## config.mk

```make
export PLATFORM = sky130hd
export DESIGN_NAME = seq_alu
export DESIGN_NICKNAME = d
export VERILOG_FILES = /design/src/rtl/seq_alu.sv
export SDC_FILE = /design/constraint.sdc
export NUM_CORES = 1
export LEC_CHECK = 0
export BUFFER_PORTS_ARGS = -buffer_cell sky130_fd_sc_hd__buf_2
export CORE_UTILIZATION = 54
export DETAILED_ROUTE_END_ITERATION = 16
export GPL_TIMING_DRIVEN = 0
export PLACE_DENSITY_LB_ADDON = 0.25
export SLEW_MARGIN = 20
export SYNTH_ARGS = -nofsm -noshare
export SYNTH_HDL_FRONTEND = slang
export SYNTH_SLANG_ARGS = --single-unit
```

## constraint.sdc

```tcl
create_clock -name clk -period 4.9 [get_ports clk]
set_input_delay 0.98 -clock clk [delete_from_list [all_inputs] [get_ports clk]]
set_output_delay 0.98 -clock clk [all_outputs]
set_load 0.05 [all_outputs]
```

## src/rtl/seq_alu.sv

```systemverilog
// seq_alu: handshaked ALU with registered result/flags and an iterative signed multiplier.
// Optional build macro SEQ_ALU_SAT_EN makes ADD/SUB saturate on signed overflow.
`timescale 1ns/1ps
module seq_alu #(
  parameter int DATA_WIDTH = 8
) (
  input  logic                  clk,
  input  logic                  nReset,
  input  logic                  in_valid,
  output logic                  in_ready,
  input  logic [DATA_WIDTH-1:0] A,
  input  logic [DATA_WIDTH-1:0] B,
  input  logic [2:0]            ctrl,
  output logic                  out_valid,
  input  logic                  out_ready,
  output logic [DATA_WIDTH-1:0] result,
  output logic [2:0]            flags
);

  localparam int W  = DATA_WIDTH;
  localparam int CW = $clog2(W + 1);

  typedef enum logic {IDLE, BUSY} state_t;

  state_t          state, state_n;
  logic [W:0]      hi, mc;
  logic [W-1:0]    lo;
  logic            qm1;
  logic            mulh;
  logic [CW-1:0]   cnt;

  logic            out_free, accept, is_mul, fin;
  logic [W-1:0]    sum, dif, alu_r, prod;
  logic            ov_add, ov_sub, alu_v;
  logic [W:0]      s_hi, s_mc, bsum, n_hi;
  logic [W-1:0]    s_lo, n_lo;
  logic            s_q, n_q;

  assign out_free = !out_valid || out_ready;
  assign in_ready = (state == IDLE) && out_free;
  assign accept   = in_valid && in_ready;
  assign is_mul   = (ctrl[2:1] == 2'b10);
  assign fin      = (state == BUSY) && (cnt == '0) && out_free;
  assign prod     = mulh ? hi[W-1:0] : lo;

  assign sum    = A + B;
  assign dif    = A - B;
  assign ov_add = (A[W-1] == B[W-1]) && (sum[W-1] != A[W-1]);
  assign ov_sub = (A[W-1] != B[W-1]) && (dif[W-1] != A[W-1]);

  always_comb begin
    alu_r = B;
    alu_v = 1'b0;
    unique case (1'b1)
      (ctrl == 3'b000): begin
        alu_r = sum;
        alu_v = ov_add;
      end
      (ctrl == 3'b001): begin
        alu_r = dif;
        alu_v = ov_sub;
      end
      (ctrl == 3'b010): alu_r = A & B;
      (ctrl == 3'b011): alu_r = A | B;
      default:          alu_r = B;
    endcase
`ifdef SEQ_ALU_SAT_EN
    // overflow always pushes toward the sign of A
    if (alu_v)
      alu_r = A[W-1] ? {1'b1, {(W-1){1'b0}}}
                     : {1'b0, {(W-1){1'b1}}};
`endif
  end

  // first Booth step runs on the accept edge straight from the operands
  always_comb begin
    if (state == IDLE) begin
      s_hi = '0;
      s_lo = B;
      s_q  = 1'b0;
      s_mc = {A[W-1], A};
    end else begin
      s_hi = hi;
      s_lo = lo;
      s_q  = qm1;
      s_mc = mc;
    end
    unique case ({s_lo[0], s_q})
      2'b01:   bsum = s_hi + s_mc;
      2'b10:   bsum = s_hi - s_mc;
      default: bsum = s_hi;
    endcase
    n_hi = {bsum[W], bsum[W:1]};
    n_lo = {bsum[0], s_lo[W-1:1]};
    n_q  = s_lo[0];
  end

  always_comb begin
    state_n = state;
    unique case (state)
      IDLE: if (accept && is_mul) state_n = BUSY;
      BUSY: if (fin) state_n = IDLE;
      default: state_n = IDLE;
    endcase
  end

  always_ff @(posedge clk or negedge nReset) begin
    if (!nReset) begin
      state     <= IDLE;
      hi        <= '0;
      lo        <= '0;
      qm1       <= 1'b0;
      mc        <= '0;
      mulh      <= 1'b0;
      cnt       <= '0;
      out_valid <= 1'b0;
      result    <= '0;
      flags     <= 3'b000;
    end else begin
      state <= state_n;
      if (accept && is_mul) begin
        hi   <= n_hi;
        lo   <= n_lo;
        qm1  <= n_q;
        mc   <= s_mc;
        mulh <= ctrl[0];
        cnt  <= CW'(W - 1);
      end else if (state == BUSY && cnt != '0) begin
        hi  <= n_hi;
        lo  <= n_lo;
        qm1 <= n_q;
        cnt <= cnt - CW'(1);
      end
      if (accept && !is_mul) begin
        result    <= alu_r;
        flags     <= {alu_v, alu_r[W-1], alu_r == '0};
        out_valid <= 1'b1;
      end else if (fin) begin
        result    <= prod;
        flags     <= {1'b0, prod[W-1], prod == '0};
        out_valid <= 1'b1;
      end else if (out_ready) begin
        out_valid <= 1'b0;
      end
    end
  end

endmodule
```

==> results of run 1 <==
where the power goes:
part | total, mW | switching, mW | leakage (nW) | internal, mW
Sequential | 0.665 | 0.131 | 0.530 | 0.533
Clock | 0.283 | 0.132 | 0.0581 | 0.152
Combinational | 1.93 | 1.17 | 1.36 | 0.759
path summary, 6_finish.rpt:
path / end / slack (ns) / cells after the start
min in group asynchronous: result[1] / 0.82 / 1
max in group asynchronous: qm1 / 3.49 / 1
min reg2reg: mc[7] / 0.49 / 2
max reg2reg: hi[7] / 0.57 / 15
min: mc[7] / 0.49 / 2
max: hi[7] / 0.57 / 15
worst reg2reg max path, delay by kind of cell, from the launching register on:
kind            cells  cell delay, ns
flops               1            0.46
simple gates        2            0.25
compound gates      7            1.65
fa+ha+maj           2            0.69
buf+inv             3            1.04
xor+xnor            1            0.15
Yosys cell counts, drive strengths merged (8+ instances only):
cell,number
a211oi,9
a21oi,31
and2,8
buf,10
clkbuf,15
dfrtp,43
ha,34
inv,30
mux2i,24
nand2,47
nor2,35
nor3,16
o21ai,32
xnor2,8
xor2,11
per-layer routing:
metal | GRT usage | vias up | wire (µm)
met1 | 0.436 | 1657 | 4780
met3 | 0.0438 | 16 | 744
met5 | 0 | - | 0
met4 | 0.0878 | 0 | 180
li1 | - | 1669 | -
met2 | 0.438 | 160 | 4370
placed cells by master, fill, tap and decap left out, types with 9 or more instances in the layout:
master / synthesis / layout
nand2_1: 47 / 47
dfrtp_1: 43 / 43
buf_2: 4 / 37
nor2_1: 35 / 35
ha_1: 34 / 34
o21ai_0: 31 / 31
a21oi_1: 31 / 31
inv_1: 29 / 29
mux2i_1: 24 / 24
nor3_1: 15 / 15
clkbuf_1: 14 / 13
xor2_1: 11 / 11
a211oi_1: 9 / 9
metrics by stage:
stage | hold WS [ns] | instances | power (mW)
floorplan | 0.446 | 446 | 2.14
global placement | 0.464 | 556 | 2.51
detailed placement | 0.467 | 556 | 2.58
CTS | 0.489 | 564 | 2.87
global route | 0.528 | 563 | 3.15
finish | 0.490 | 563 | 2.88
final cells by class:
type                    count  area share
inverters                  30      0.0275
plain buffers              24      0.0317
flip-flops and latches     43       0.263
clock inverters             3      0.0107
well taps                  77      0.0235
repair buffers             33      0.0403
clock buffers               5      0.0168
multi-input cells         348       0.587
flip-flops by register name (all words and copies together) (netlist names):
name / count
qm1: 1
flags: 3
state: 1
hi: 8
cnt: 4
lo: 8
result: 7
mulh: 1
mc: 9
out_valid: 1
kinds of logic (layout without fill, tap and decap cells):
family | count (synthesis) | in the layout
fa+ha+maj | 37 | 37
xor+xnor | 19 | 19
buf+inv | 55 | 95
compound gates | 128 | 128
mux | 25 | 25
flops | 43 | 43
simple gates | 139 | 139
==> summary.md, run 1 <==
| Metric | Value |
|---|---|
| WL/cell | `17.9 µm` |
| DRC | `0` |
| Drt via density | `6.22` |
| # fillers | `558` |
| Core ar. | `0.00649 mm²` |
| Critical Path Start Type | `flop` |
| GRT overflow | `0` |
| Static Leak | `1.94 nW` |
| Share of the synthesized area in the top cell type | `0.289` |
| Worst-Margin Slew | `0.957 ns` |
| Non-Filler Cell Area, Final | `0.00410 mm²` |
| Max Fclk | `231 MHz` |
| Syn. warnings | `0` |
| Worst-path clk slew | `0.09 ns` |
| Cell class contributing the biggest share of worst-path delay | `compound AO/OA/AOI/OAI gates` |
| Post-Synth Simple-Gate Area | `0.175` |
| Antenna diodes | `0` |
| Core Util, Final | `0.631` |
| TNS Setup | `0 ns` |
| Compound-Gate Fraction of Synth Area | `0.228` |
| Largest net degree at the start of global routing | `44` |
| Clock H-tree levels | `2` |
| Ys async rst share | `1.00` |
| Register area | `0.00108 mm²` |
| Tmin final | `4.33 ns` |
| Initial antenna violation count | `0` |
| Critical Path RT | `5.10 ns` |
| NumNets Final | `545` |
| Post-Synth Adder-Cell Area | `0.130` |
| CTS Buf Count | `5` |
| Pre-CTS setup slack | `0.249 ns` |
| Multi-input logic area | `0.00241 mm²` |
| R2R Path Start | `state` |
| Iteration-0 DRC Markers | `359` |
| Hold Buf Count CTS | `0` |
| Yosys cell types | `66` |
| Post-synthesis mux area share | `0.0675` |
| Final ANT Viol Nets | `0` |
| Tcrit/Tclk final | `0.884` |
| Rows | `29` |
| Post-CTS Resized | `0` |
| Hold Crit Start | `mc[7]` |
| Power Dens Cells | `702 mW/mm²` |
| First-pass GRT wire length | `16400 µm` |
| Vias in the first global route | `3254` |
| Placer Congestion | `0.938` |
| Skew-Pair Late Insertion Delay | `0.30 ns` |
| Pins Over Slew Limit | `0` |
| Min-Delay Path Class | `reg2reg` |
| Top post-synthesis cells by area | `dfrtp_1 29%, ha_1 11%, mux2i_1 6.4%` |
| Final WS setup | `0.569 ns` |
| Status | `finished clean` |
| Horiz. Die Dim | `85.1 µm` |
| RSZ-0062 raised after global routing | `no` |
| Clk_skew | `0.00632 ns` |
| Max-Cap Viols | `0` |
| Final WL | `10100 µm` |
| # Post-CTS Setup Buffers | `0` |
| Synth-to-layout area growth | `9.97%` |
| Die Ht | `85.1 µm` |
| CP bufs+invs | `3` |
| Vias | `3502` |
| Endpoints failing setup | `0` |
| Fin. Hold Viols | `0` |
| Sequential share of the synthesized area | `0.289` |
| Slowest stage delay, CP | `0.49 ns` |
| Peak VDD IR | `0.516 mV` |
| CP Cell Sequence | `clkbuf_2 -> buf_2 -> nand2_1 -> o21ai_0 -> ha_1 -> clkbuf_1 -> o21ai_0 -> fa_1 -> a21o_1 -> a21oi_1 -> o21bai_1 -> a2111oi_0 -> nor3_1 -> xnor2_1 -> o32ai_1` |
| IO buf count | `33` |
| Flops & latches, synth | `43` |
| Synthesized cell area | `0.00373 mm²` |
| Cell accounting for the most synthesized area | `dfrtp_1` |
| CP arrival | `4.53 ns` |
| Die area | `0.00724 mm²` |
| Most used cell, CP | `o21ai_0` |
| Clock root cell | `clkbuf_8` |
| TritonRoute pass-1 iters | `5` |
| Critical path peak fanout | `19` |
| CTS sink cnt | `43` |
| CTS tree | `built` |
| Syn Nets | `506` |
| Synth Flop Type | `dfrtp_1` |
| CP endpoint kind | `flop` |
| XOR/XNOR Fraction of Synth Area | `0.0446` |
| IO Count | `36` |
| Setup CP Type | `reg2reg` |
| Largest family of logic cells by synthesized area | `compound AO/OA/AOI/OAI gates` |
| Critical path's slowest cell | `fa_1` |
| Number of synthesized flops with an enable pin | `0` |
| Hpwl dp | `7920 µm` |
| Mapped Cells | `446` |
| All-Layer GR Usage | `0.292` |
| Mean post-synth cell area | `8.36 µm²` |
| Max clock buf depth | `2` |
| Share of layout cells above drive strength 1 | `0.126` |
| Slew headroom | `0.362` |
| Worst Setup SP | `state` |
| DP Area | `0.00399 mm²` |
| Starting density of the core | `0.574` |
(Power assumes the default switching activity.)
==> inputs of run 2 (changes only) <==
- CORE_ASPECT_RATIO: unset -> 0.9
- SLEW_MARGIN: 20 -> unset
==> run 2 against run 1 <==
Compared with the run above:
- critical path type unchanged
- register-to-register slack worse by 0.08 ns
- wire length is 2.6% higher
- die area hardly changed
- setup slack worse by 0.082 ns
- clock power is 17% higher
- global-route usage is 1.6 points higher
- cell area is 0.89% higher
- first-iteration DRC count is 38% lower
- combinational power hardly changed
- power is 2.3% higher
- critical path depth stayed put
- via count is 0.11% lower
==> summary.md, run 2 (synthesis gave the netlist of run 1 again) <==
| Metric | Value |
|---|---|
| Status | `finished clean` |
| Comb pwr share | `0.660 (-0.011)` |
| Min-Delay Path Class | `reg2reg` |
| Horiz. Die Dim | `89.6 µm (+5.3%)` |
| Register area | `0.00108 mm² (unchanged)` |
| Vias | `3498 (-0.11%)` |
| Internal power | `1.49 mW (+3.5%)` |
| Switching share of power | `0.493 (-0.00582)` |
| Largest regs | `mc (9), hi (8), lo (8)` |
| Peak VDD IR | `0.361 mV (-30%)` |
| Hold Buf Count CTS | `0 (unchanged)` |
| Initial antenna violation count | `0 (unchanged)` |
| Max clock buf depth | `2 (unchanged)` |
| Final WS setup | `0.487 ns (-0.0824 ns)` |
| Non-Filler Cell Area, Final | `0.00414 mm² (+0.89%)` |
| Iteration-0 DRC Markers | `221 (-38%)` |
| Critical path peak fanout | `19 (unchanged)` |
| Synth-to-layout area growth | `10.9%` |
| Final WL | `10300 µm (+2.6%)` |
| GRT overflow | `0 (unchanged)` |
| Commonest non-fill, non-tap cell in the layout | `nand2_1` |
| Max Fclk | `227 MHz (-1.9%)` |
| Starting density of the core | `0.563 (-0.0110)` |
| Most frequent cells in the layout | `47 x nand2_1, 43 x dfrtp_1, 37 x buf_2` |
| CP endpoint kind | `flop` |
| CTS Buf Count | `5 (unchanged)` |
| Critical Path Start Type | `flop` |
| Endpoints failing setup | `0 (unchanged)` |
| Worst-path clk slew | `0.08 ns (about the same)` |
| Pre-CTS setup slack | `0.232 ns (-0.0167 ns)` |
| Sequential power share | `0.228 (-0.003)` |
| Hpwl dp | `8130 µm (+2.7%)` |
| Final ANT Viol Nets | `0 (unchanged)` |
| Worst-Margin Slew | `0.939 ns (-0.0179 ns)` |
| # Post-CTS Setup Buffers | `0 (unchanged)` |
| Clock H-tree levels | `2 (unchanged)` |
| Drt via density | `6.07 (-2.4%)` |
| Die Ht | `80.8 µm (-5.0%)` |
| Critical Path RT | `5.10 ns (about the same)` |
| Core ar. | `0.00662 mm² (+1.9%)` |
| Multi-input logic area | `0.00241 mm² (unchanged)` |
| IO buf count | `33 (unchanged)` |
| Max-Cap Viols | `0 (unchanged)` |
| Clock root cell | `clkbuf_8` |
| DP Area | `0.00401 mm² (+0.41%)` |
| Most flop-heavy register | `mc` |
| Rows | `28 (-3.4%)` |
| WL/cell | `18.0 µm (+0.27%)` |
| Setup CP Type | `reg2reg` |
| CTS sink cnt | `43 (unchanged)` |
| IO Count | `36 (unchanged)` |
| Antenna diodes | `0 (unchanged)` |
| Tcrit/Tclk final | `0.901 (+0.0168)` |
| DRC | `0 (unchanged)` |
| Largest net degree at the start of global routing | `44 (unchanged)` |
| RSZ-0062 raised after global routing | `no` |
| Setup slack, reg-to-reg | `0.49 ns (-0.08 ns)` |
| Fin. Hold Viols | `0 (unchanged)` |
| Slew headroom | `0.374 (+0.0119)` |
| Share of layout cells above drive strength 1 | `0.123 (-0.00206)` |
| Post-CTS Resized | `0 (unchanged)` |
| NumNets Final | `545 (unchanged)` |
| First-pass GRT wire length | `16500 µm (+0.92%)` |
| Tmin final | `4.41 ns (+0.0824 ns)` |
| Skew-Pair Late Insertion Delay | `0.30 ns (about the same)` |
| Clock power share | `0.112 (+0.014)` |
| Power Dens Cells | `712 mW/mm² (+1.4%)` |
| Placer Congestion | `0.937 (about the same)` |
| TNS Setup | `0 ns (unchanged)` |
| Pins Over Slew Limit | `0 (unchanged)` |
| Max reg flops | `9 (unchanged)` |
| All-Layer GR Usage | `0.308 (+0.0156)` |
| Vias in the first global route | `3257 (+0.092%)` |
| TritonRoute pass-1 iters | `5 (unchanged)` |
| Die area | `0.00724 mm² (about the same)` |
| Psw | `1.45 mW (+1.1%)` |
| Clk_skew | `0.00528 ns (-0.00104 ns)` |
| Core Util, Final | `0.625 (-0.00656)` |
| CTS tree | `built` |
| CP arrival | `4.61 ns (+0.08 ns)` |
| Static Leak | `1.95 nW (+0.37%)` |
| # fillers | `588 (+5.4%)` |
-- run 2: cell types whose count changed in the layout (fill, tap and decap cells not counted), sizes merged --
cell    before  now
clkinv       2    0
bufinv       1    2
clkbuf      20   21
-- run 2: per-layer routing --
layer,vias to the layer above,global-route usage,part of all wire
met2,143,0.475,0.44
met4,0,0.0762,0.016
li1,1671,-,-
met1,1665,0.451,0.47
met5,-,0,0
met3,19,0.0447,0.072
-- run 2: final cells by class --
| cell class | count | share of cell area |
|---|---|---|
| multi-input combinational | 348 | 0.582 |
| sequential | 43 | 0.260 |
| timing repair buffer | 33 | 0.0399 |
| buffer | 24 | 0.0315 |
| inverter | 30 | 0.0272 |
| tap | 90 | 0.0272 |
| clock buffer | 6 | 0.0175 |
| clock inverter | 2 | 0.0145 |
-- run 2: worst paths after layout --
kind,startpoint,to,cells after the start
max,state,hi[7],15
min,result[6],result[6],2
max reg2reg,state,hi[7],15
min reg2reg,result[6],result[6],2
max in group asynchronous,nReset,cnt[1],1
min in group asynchronous,nReset,result[0],1
-- run 2: through the flow --
| step | std cells | hold slack [ns] | total power [mW] |
|---|---|---|---|
| floorplan | 446 | 0.446 | 2.14 |
| global placement | 569 | 0.462 | 2.51 |
| detailed placement | 569 | 0.463 | 2.58 |
| CTS | 577 | 0.493 | 2.92 |
| global route | 576 | 0.514 | 3.20 |
| finish | 576 | 0.491 | 2.95 |
-- run 2: critical path, cell delays in order, from the launching register on --
cell       delay [ns]
dfrtp_1          0.45
clkbuf_2         0.42
buf_2            0.35
nand2_1          0.08
o21ai_0          0.11
ha_1             0.18
clkbuf_1         0.29
o21ai_0          0.24
fa_1             0.48
a21o_1           0.18
a21oi_1          0.25
o21bai_1         0.12
a2111oi_0        0.56
nor3_1           0.16
xnor2_1          0.17
o32ai_1          0.25
-- run 2: power by group through the flow --
stage | clock network (mW) | registers, mW | logic (mW)
floorplan | 0 | 0.766 | 1.38
CTS | 0.329 | 0.666 | 1.92
global route | 0.348 | 0.691 | 2.16
detailed placement | 0 | 0.672 | 1.90
finish | 0.330 | 0.670 | 1.95
global placement | 0 | 0.663 | 1.84
==> inputs of run 3 (changes only) <==
- clock period: 4.9 -> 5.6 ns (I/O delays scaled with it)
==> run 3 against run 2 <==
Compared with the run above:
- flip-flop and latch count did not move
- via count rose by 0.77%
- global-route usage did not move
- sequential power fell by 12%
- core utilization barely moved
- clock power fell by 12%
- register-to-register slack improved by 0.26 ns
- non-clock buffer count rose by 1
- clock-buffer cell count did not move
- clock skew fell by 0.00084 ns
- fmax fell by 9.1%
- sequential share of layout area barely moved
==> summary.md, run 3 (synthesis gave the netlist of run 1 again) <==
| Metric | Value |
|---|---|
| Share of layout cells above drive strength 1 | `0.121 (-0.00231)` |
| Status | `finished clean` |
| Final WL | `10400 µm (+0.23%)` |
| Final ANT Viol Nets | `0 (unchanged)` |
| Commonest non-fill, non-tap cell in the layout | `nand2_1` |
| Critical path peak fanout | `10 (-9)` |
| IO buf count | `33 (unchanged)` |
| Worst Setup SP | `state` |
| Hpwl dp | `8130 µm (unchanged)` |
| IO Count | `36 (unchanged)` |
| Min-Delay Path Class | `reg2reg` |
| Max clock buf depth | `2 (unchanged)` |
| Clock H-tree levels | `2 (unchanged)` |
| CTS sink cnt | `43 (unchanged)` |
| Critical Path RT | `5.80 ns (+0.70 ns)` |
| Post-CTS Resized | `0 (unchanged)` |
| Drt via density | `6.11 (+0.60%)` |
| TritonRoute pass-1 iters | `6 (+1)` |
| Skew-Pair Late Insertion Delay | `0.30 ns (about the same)` |
| Antenna diodes | `0 (unchanged)` |
| NumNets Final | `546 (+0.18%)` |
| M1 GR Usage | `0.451 (unchanged)` |
| CP endpoint kind | `flop` |
| Pins Over Slew Limit | `0 (unchanged)` |
| Synth-to-layout area growth | `11.0% (about the same)` |
| Worst-path clk slew | `0.08 ns (about the same)` |
| Multi-input logic area | `0.00241 mm² (unchanged)` |
| Register area | `0.00108 mm² (unchanged)` |
| Gr busiest metal | `met2` |
| Setup CP Type | `reg2reg` |
| GRT met2 Usage | `0.475 (unchanged)` |
| Non-Filler Instances | `577 (+0.17%)` |
| Iteration-0 DRC Markers | `232 (+5.0%)` |
| # Post-CTS Setup Buffers | `0 (unchanged)` |
| Most frequent cells in the layout | `47 x nand2_1, 43 x dfrtp_1, 37 x buf_2` |
| Horiz. Die Dim | `89.6 µm (unchanged)` |
| Core Util, Final | `0.625 (about the same)` |
| Global-route track usage on met3 | `0.0447 (unchanged)` |
| Power Total | `2.58 mW (-12%)` |
| WL/cell | `18.0 µm (about the same)` |
| Cell class contributing the biggest share of worst-path delay | `compound AO/OA/AOI/OAI gates` |
| GRT overflow | `0 (unchanged)` |
| Die Ht | `80.8 µm (unchanged)` |
| Placer Congestion | `0.937 (unchanged)` |
| Initial antenna violation count | `0 (unchanged)` |
| Hold Crit Start | `result[6]` |
| DRC | `0 (unchanged)` |
| Post-Place Cells | `569 (unchanged)` |
| Starting density of the core | `0.563 (unchanged)` |
| Endpoints failing setup | `0 (unchanged)` |
| Clock root cell | `clkbuf_8` |
| CP Cell Sequence | `buf_1 -> clkbuf_1 -> buf_2 -> nand2_1 -> o21ai_0 -> ha_1 -> clkbuf_1 -> o21ai_0 -> fa_1 -> a21o_1 -> a21oi_1 -> o21bai_1 -> a2111oi_0 -> nor3_1 -> xnor2_1 -> o32ai_1` |
| Fin. Hold Viols | `0 (unchanged)` |
| CTS Buf Count | `5 (unchanged)` |
| Power Dens Cells | `624 mW/mm² (-12%)` |
| Tcrit/Tclk final | `0.867 (-0.0335)` |
| Static Leak | `1.95 nW (about the same)` |
| RSZ-0062 raised after global routing | `no` |
| Max-Cap Viols | `0 (unchanged)` |
| Largest net degree at the start of global routing | `44 (unchanged)` |
| Max reg flops | `9 (unchanged)` |
| Slew headroom | `0.375 (+0.000956)` |
| Vias in the first global route | `3257 (unchanged)` |
| Die area | `0.00724 mm² (unchanged)` |
| All-Layer GR Usage | `0.308 (unchanged)` |
| R2R Path Start | `state` |
| Core ar. | `0.00662 mm² (unchanged)` |
| Critical Path Start Type | `flop` |
| Max Fclk | `206 MHz (-9.1%)` |
| Vias | `3525 (+0.77%)` |
| CP bufs+invs | `4 (+1)` |
| Peak VDD IR | `0.316 mV (-12%)` |
| Hold Buf Count CTS | `0 (unchanged)` |
| Rows | `28 (unchanged)` |
| Tmin final | `4.86 ns (+0.443 ns)` |
| Critical path's slowest cell | `a2111oi_0` |
| Most flop-heavy register | `mc` |
| CTS tree | `built` |
| First-pass GRT wire length | `16500 µm (unchanged)` |
| Clk_skew | `0.00444 ns (-0.000840 ns)` |
| # fillers | `590 (+0.34%)` |
| Slowest stage delay, CP | `0.54 ns (-0.02 ns)` |
| Worst-Margin Slew | `0.938 ns (-0.00143 ns)` |
| TNS Setup | `0 ns (unchanged)` |
| Largest regs | `mc (9), hi (8), lo (8)` |
| CP arrival | `5.05 ns (+0.44 ns)` |
## run 3: final timing paths
check                            end  slack, ns  cells after the start
max                            hi[7]       0.74                     16
min                        result[6]       0.49                      2
max reg2reg                    hi[7]       0.74                     16
min reg2reg                result[6]       0.49                      2
max in group asynchronous     cnt[0]       4.06                      1
min in group asynchronous  result[0]       0.95                      1
## run 3: stage by stage
step | setup slack (ns) | cell area (µm²) | hold slack [ns]
after detailed placement | 0.932 | 4010 | 0.463
final | 0.744 | 4140 | 0.492
after CTS | 0.837 | 4140 | 0.493
after global placement | 1.17 | 4010 | 0.462
after floorplan | 1.79 | 3730 | 0.446
after global routing | 0.392 | 4140 | 0.514
## run 3: final cells by class
| class | instances | area share |
|---|---|---|
| multi-input combinational | 348 | 0.581 |
| sequential | 43 | 0.260 |
| timing repair buffer | 33 | 0.0399 |
| buffer | 25 | 0.0321 |
| inverter | 30 | 0.0272 |
| tap | 90 | 0.0272 |
| clock buffer | 6 | 0.0175 |
| clock inverter | 2 | 0.0145 |
## run 3: per-layer routing
metal	part of all wire	up-vias	routed length [µm]
li1	-	1676	-
met1	0.47	1683	4860
met2	0.44	151	4600
met3	0.072	15	751
met4	0.015	0	154
met5	0	-	0
## run 3: report_power, final
part	switching, mW	total (mW)	internal (mW)
Sequential	0.120	0.587	0.467
Combinational	1.04	1.71	0.663
Clock	0.112	0.290	0.178
Total	1.27	2.58	1.31
## run 3: worst register-to-register path: stages, from the launching register on
cell and delay, ns:
dfrtp_1 0.46, buf_1 0.45, clkbuf_1 0.43, buf_2 0.36
nand2_1 0.08, o21ai_0 0.11, ha_1 0.18, clkbuf_1 0.29
o21ai_0 0.24, fa_1 0.48, a21o_1 0.18, a21oi_1 0.25
o21bai_1 0.12, a2111oi_0 0.54, nor3_1 0.16, xnor2_1 0.17
o32ai_1 0.26
